===== config.mk =====
export PLATFORM = sky130hd
export DESIGN_NAME = lsu
export DESIGN_NICKNAME = d
export VERILOG_FILES = /design/src/rtl/lsu.sv
export SDC_FILE = /design/constraint.sdc
export NUM_CORES = 1
export LEC_CHECK = 0
export CAP_MARGIN = 20
export CORE_UTILIZATION = 25
export DETAILED_ROUTE_END_ITERATION = 10
export PLACE_DENSITY = 0.8
export SETUP_SLACK_MARGIN = 0.1
export SLEW_MARGIN = 0
export SYNTH_ARGS = -nofsm -noshare
export SYNTH_HDL_FRONTEND = slang
export SYNTH_SLANG_ARGS = --single-unit

===== constraint.sdc =====
create_clock -name vclk -period 2.61
set_clock_uncertainty 0.1 [all_clocks]
set_input_delay 0.261 -clock vclk [all_inputs]
set_output_delay 0.261 -clock vclk [all_outputs]
set_load 0.03 [all_outputs]

===== src/rtl/lsu.sv =====
// ---------------------------------------------------------------------------
// lsu : load/store unit between the execute stage and data_memory.
//
// Converts a core request (byte address, RV32I funct3, right-justified store
// data) into word address, byte mask, write enable and lane-aligned write
// data for data_memory.
//
// It also sign- or zero-extends the memory read data into the load result.
// Accesses that cross a word boundary are split into two memory beats by a
// two-state FSM, which stalls the core for one extra cycle.
//
// Compile-time option:
//   LSU_MISALIGN_EN  defined   -> word-crossing accesses are split (IDLE/BEAT2)
//                    undefined -> word-crossing accesses report err, no write
//
// Ports:
//   clk, rst_n      core clock (rising edge), asynchronous active-low reset
//   req_valid       a load/store is presented this cycle
//   req_we          1 = store, 0 = load
//   req_funct3      000 B, 001 H, 010 W, 100 BU, 101 HU
//   req_addr        byte address (only [DMEM_W-1:0] used)
//   req_wdata       store data, right-justified
//   ld_data         extended load result (valid with done on a load)
//   done            access completes this cycle
//   stall           hold PC / pipeline registers this cycle
//   err             illegal funct3, or crossing access with splitting disabled
//   mem_addr        data_memory byte address (always word aligned)
//   mem_bmask       data_memory byte lane mask
//   mem_wr_en       data_memory write enable
//   mem_wdata       data_memory lane-aligned write data
//   mem_rdata       data_memory combinational read data of mem_addr
//   dbg_state       current FSM state (0 = IDLE, 1 = BEAT2)
//
// Handshake: a request is accepted whenever req_valid=1 in IDLE. done=1 marks
// the cycle the access finishes. While stall=1 the core keeps req_* stable;
// the second beat runs only from latched copies and ignores req_*.
// ---------------------------------------------------------------------------
module lsu #(
  parameter int DMEM_W = 11
) (
  input  logic              clk,
  input  logic              rst_n,
  input  logic              req_valid,
  input  logic              req_we,
  input  logic [2:0]        req_funct3,
  input  logic [31:0]       req_addr,
  input  logic [31:0]       req_wdata,
  output logic [31:0]       ld_data,
  output logic              done,
  output logic              stall,
  output logic              err,
  output logic [DMEM_W-1:0] mem_addr,
  output logic [3:0]        mem_bmask,
  output logic              mem_wr_en,
  output logic [31:0]       mem_wdata,
  input  logic [31:0]       mem_rdata,
  output logic              dbg_state
);

  localparam logic [0:0] S_IDLE  = 1'b0;
  localparam logic [0:0] S_BEAT2 = 1'b1;

  // Low-order ones of the access size: B -> 0001, H -> 0011, W -> 1111.
  function automatic logic [3:0] f_ones(input logic [2:0] f3);
    case (f3[1:0])
      2'b00:   f_ones = 4'b0001;
      2'b01:   f_ones = 4'b0011;
      default: f_ones = 4'b1111;
    endcase
  endfunction

  function automatic logic [2:0] f_size(input logic [2:0] f3);
    case (f3[1:0])
      2'b00:   f_size = 3'd1;
      2'b01:   f_size = 3'd2;
      default: f_size = 3'd4;
    endcase
  endfunction

  // d holds the addressed byte/half already shifted down to bit 0.
  function automatic logic [31:0] f_extend(input logic [31:0] d, input logic [2:0] f3);
    case (f3)
      3'b000:  f_extend = {{24{d[7]}}, d[7:0]};
      3'b001:  f_extend = {{16{d[15]}}, d[15:0]};
      3'b100:  f_extend = {24'h000000, d[7:0]};
      3'b101:  f_extend = {16'h0000, d[15:0]};
      default: f_extend = d;
    endcase
  endfunction

  logic [1:0]        w_off;
  logic [2:0]        w_size;
  logic              w_legal;
  logic              w_cross;
  logic [7:0]        w_m8;
  logic [63:0]       w_wd64;
  logic [DMEM_W-3:0] w_word;
  logic              w_start_split;

  assign w_off   = req_addr[1:0];
  assign w_size  = f_size(req_funct3);
  assign w_word  = req_addr[DMEM_W-1:2];
  // Stores only have B/H/W; BU/HU are load-only encodings.
  assign w_legal = (req_funct3 == 3'b000) || (req_funct3 == 3'b001) ||
                   (req_funct3 == 3'b010) ||
                   (!req_we && ((req_funct3 == 3'b100) || (req_funct3 == 3'b101)));
  assign w_cross = ({1'b0, w_off} + w_size) > 3'd4;
  // 64-bit intermediates: the upper half is what spills into the next word.
  assign w_m8    = {4'b0000, f_ones(req_funct3)} << w_off;
  assign w_wd64  = {32'h0, req_wdata} << {w_off, 3'b000};

`ifdef LSU_MISALIGN_EN
  logic [0:0]        r_state;
  logic [DMEM_W-3:0] r_hold_addr;
  logic [1:0]        r_hold_off;
  logic [2:0]        r_hold_f3;
  logic              r_hold_we;
  logic [31:0]       r_hold_wdata;
  logic [31:0]       r_lo_word;
  logic              w_beat2;
  logic [7:0]        w_hold_m8;
  logic [63:0]       w_rd64;
  logic              w_unused;

  assign w_beat2   = (r_state == S_BEAT2);
  assign w_hold_m8 = {4'b0000, f_ones(r_hold_f3)} << r_hold_off;
  // First-beat bytes sit in the low word, second-beat bytes in the high word.
  assign w_rd64    = {mem_rdata, r_lo_word} >> {r_hold_off, 3'b000};
  assign dbg_state = r_state;
  assign w_unused  = &{1'b0, req_addr[31:DMEM_W], w_m8[7:4], w_hold_m8[3:0],
                       w_rd64[63:32]};

  always_ff @(posedge clk or negedge rst_n) begin
    if (!rst_n) begin
      r_state      <= S_IDLE;
      r_hold_addr  <= '0;
      r_hold_off   <= 2'b00;
      r_hold_f3    <= 3'b000;
      r_hold_we    <= 1'b0;
      r_hold_wdata <= 32'h0;
      r_lo_word    <= 32'h0;
    end else if (w_beat2) begin
      r_state <= S_IDLE;
    end else if (w_start_split) begin
      r_state      <= S_BEAT2;
      // Word index wraps to 0 at the top of memory.
      r_hold_addr  <= w_word + {{(DMEM_W-3){1'b0}}, 1'b1};
      r_hold_off   <= w_off;
      r_hold_f3    <= req_funct3;
      r_hold_we    <= req_we;
      r_hold_wdata <= w_wd64[63:32];
      r_lo_word    <= mem_rdata;
    end
  end
`else
  logic w_unused;

  assign dbg_state = S_IDLE;
  assign w_unused  = &{1'b0, clk, rst_n, req_addr[31:DMEM_W], w_m8[7:4],
                       w_wd64[63:32], w_start_split};
`endif

  always_comb begin
    mem_addr      = {w_word, 2'b00};
    mem_bmask     = 4'b0000;
    mem_wr_en     = 1'b0;
    mem_wdata     = w_wd64[31:0];
    done          = 1'b0;
    stall         = 1'b0;
    err           = 1'b0;
    ld_data       = 32'h0;
    w_start_split = 1'b0;
`ifdef LSU_MISALIGN_EN
    if (w_beat2) begin
      mem_addr  = {r_hold_addr, 2'b00};
      mem_bmask = w_hold_m8[7:4];
      mem_wdata = r_hold_wdata;
      mem_wr_en = r_hold_we;
      done      = 1'b1;
      if (!r_hold_we) ld_data = f_extend(w_rd64[31:0], r_hold_f3);
    end else
`endif
    if (req_valid) begin
      if (!w_legal) begin
        err  = 1'b1;
        done = 1'b1;
      end else if (w_cross) begin
`ifdef LSU_MISALIGN_EN
        mem_bmask     = w_m8[3:0];
        mem_wr_en     = req_we;
        stall         = 1'b1;
        w_start_split = 1'b1;
`else
        err  = 1'b1;
        done = 1'b1;
`endif
      end else begin
        mem_bmask = w_m8[3:0];
        mem_wr_en = req_we;
        done      = 1'b1;
        if (!req_we) ld_data = f_extend(mem_rdata >> {w_off, 3'b000}, req_funct3);
      end
    end
  end

endmodule


==> results.cfg <==
[power_and_ir_drop]
ir_drop_mv = 0.114
leakage_nw = 1.43
pwr_density_cell_mw_per_mm2 = 198

[worst_setup_path]
worstSetupStartpoint = req_funct3[1]
path_buf_inv = 5
path_cells = buf_8 -> nor2_4 -> ha_2 -> inv_2 -> fa_2 -> nand2_2 -> a21oi_2 -> buf_4 -> nand3_4 -> buf_12 -> a211oi_2 -> buf_4
setup.worst_path.end = ld_data[4]
worstPathMaxFanout = 8
path_delay_family = adder cells
path_class = in2out
cp.depth = 12
cp.arrival_ps = 2190
crit_path_end_kind = output port
path_common_cell = buf_4
critPathRequiredTime_ps = 2250
cpPeakStageDelay_ps = 520
cp-start-kind = input port
slowest_stage = fa_2

[timing]
clock.fmax_ghz = 0.393
worst_pin_slew_ps = 549
layout_worst_path_cycle_share = 0.976
slew_headroom = 0.632
setup_viol = 0
drv_slew = 0
hold_viol = 0
setup_tns_ps = 0
rsz0062_at_grt = yes
layout_min_cycle_time_ps = 2550

[synthesis]
synth_cells = 243
synth_seq_area_share = 0
synth_top_family_by_area = compound AO/OA/AOI/OAI gates
synthMuxAreaShare = 0.271
synth-compound-area-share = 0.311
synthAdderAreaFrac = 0.0289
synthSimpleGateAreaFrac = 0.236
synth_area_mm2 = 0.00156
syn_avg_cell_area_um2 = 6.42
synth_xor_area_frac = 0.00562
yosysUniqueCellTypes = 33
yosysWarnings = 0

[final_layout]
regArea_um2 = 0
seq_cell_count = 0
diodes = 0
final_common_cell = clkdlybuf4s50_1
fillerInstances = 533
final_cell_mix = clkdlybuf4s50_1, buf_4, a21oi_1, mux2i_1, buf_6
areaGrowthSynthToFinish_pct = 124
finalNetCount = 490
num-clock-buffers = 0
final_core_utilization = 0.587
design_area_mm2 = 0.00349
drive_above_1_share = 0.353

[floorplan]
initial_core_util = 0.262
die_x_um = 81.0
dieArea_mm2 = 0.00656
core-area_mm2 = 0.00596
pin_count = 187
die_h_um = 81.0
rows = 28

[route]
vias_per_cell = 5.06
drt_wl_total_um = 7470
vias = 2312
wl_per_cell_um = 16.3
drc_errors = 0
dr.pass1.iters = 4
ant_nets = 0
first_iter_violations = 48

[placed_design]
place_area_mm2 = 0.00317
place.gp.congestion = 0.882
io_buffer_count = 142
place_hpwl_um = 5560

[worst_hold_path]
hp-class = in2out
hp-start = req_addr[10]

[outcome]
status = complete, no violations

[grt]
grt_pass1_wl_um = 10900
grt_max_degree = 35
grt_pass1_vias = 2215
grt.overflow.total = 0
antenna_found_initial = 0
grt_use_total = 0.208

[job]
cap_violations = 0
Yosys cell counts:
| cell type | count | area share |
|---|---|---|
| nor3b_1 | 1 | 0.0048 |
| nand2b_1 | 1 | 0.0040 |
| mux4_2 | 1 | 0.014 |
| a211o_1 | 7 | 0.039 |
| a211oi_1 | 16 | 0.077 |
| o211ai_2 | 1 | 0.0080 |
| a31o_2 | 1 | 0.0056 |
| ha_1 | 2 | 0.016 |
| and3_1 | 1 | 0.0040 |
| nand2_1 | 13 | 0.031 |
| xnor2_1 | 1 | 0.0056 |
| mux2i_1 | 31 | 0.20 |
| and2_1 | 9 | 0.036 |
| inv_1 | 5 | 0.012 |
| conb_1 | 1 | 0.0024 |
| a21oi_1 | 40 | 0.13 |
| buf_6 | 1 | 0.0072 |
| a221oi_1 | 1 | 0.0056 |
| nand3b_1 | 1 | 0.0048 |
| nor2_1 | 35 | 0.084 |
| buf_2 | 9 | 0.029 |
| nor2b_1 | 13 | 0.052 |
| clkbuf_2 | 1 | 0.0032 |
| fa_1 | 1 | 0.013 |
| o21ai_0 | 11 | 0.035 |
| buf_4 | 14 | 0.067 |
| a22o_1 | 2 | 0.011 |
| buf_1 | 2 | 0.0048 |
| nand4_1 | 1 | 0.0040 |
| mux2_2 | 8 | 0.058 |
| clkbuf_1 | 9 | 0.022 |
| nand3_1 | 2 | 0.0064 |
| and2_0 | 1 | 0.0040 |
worst min path at each step:
| stage | slack [ps] | depth (start not counted) | end |
|---|---|---|---|
| floorplan | 550 | 1 | done |
| global placement | 420 | 0 | mem_addr[3] |
| detailed placement | 420 | 0 | mem_addr[3] |
| CTS | 420 | 0 | mem_addr[3] |
| global route | 420 | 0 | mem_addr[10] |
| finish | 420 | 0 | mem_addr[10] |
cell families (layout without fill, tap and decap cells):
kind of cell / count (synthesis) / count (layout)
and+or+nand+nor: 78 / 78
muxes: 40 / 40
adders and majority gates: 3 / 3
buffers and inverters: 41 / 177
AOI/OAI and AO/OA: 79 / 79
other: 1 / 4
xor gates and xnor gates: 1 / 1
power breakdown:
part | internal (W) | total [W] | switching (W)
clock network | 0 | 0 | 0
logic | 0.000322 | 0.000692 | 0.000371
registers | 0 | 0 | 0
metrics by stage:
| stage | hold WS [ps] | power, W | instances | setup WS (ps) |
|---|---|---|---|---|
| floorplan | 554 | 0.000395 | 246 | -26.4 |
| global placement | 422 | 0.000625 | 449 | -231 |
| global route | 422 | 0.000731 | 457 | -6.76 |
| finish | 422 | 0.000692 | 457 | 63.0 |
| CTS | 422 | 0.000681 | 457 | 56.5 |
| detailed placement | 422 | 0.000634 | 449 | -295 |
routing by layer:
| layer | vias up | track usage | part of all wire |
|---|---|---|---|
| li1 | 1125 | - | - |
| met1 | 1097 | 0.249 | 0.41 |
| met2 | 80 | 0.395 | 0.53 |
| met3 | 10 | 0.0281 | 0.057 |
| met4 | 0 | 0.0304 | 0.012 |
| met5 | - | 0 | 0 |
area by class of cell:
class / count / area, µm² / share of cell area
tap: 75 / 93.8 / 0.0269
inverter: 5 / 18.8 / 0.00537
timing repair buffer: 172 / 1700 / 0.488
multi-input combinational: 205 / 1680 / 0.480
repair_timing:
action                     CTS  global route
hold buffers                 0             0
setup endpoints to repair   37            32
setup buffers                6             1
gates cloned                 2             0
resized for setup           40            28
pin swaps                    8            21
No activity file was read; power rests on OpenSTA's default activity.
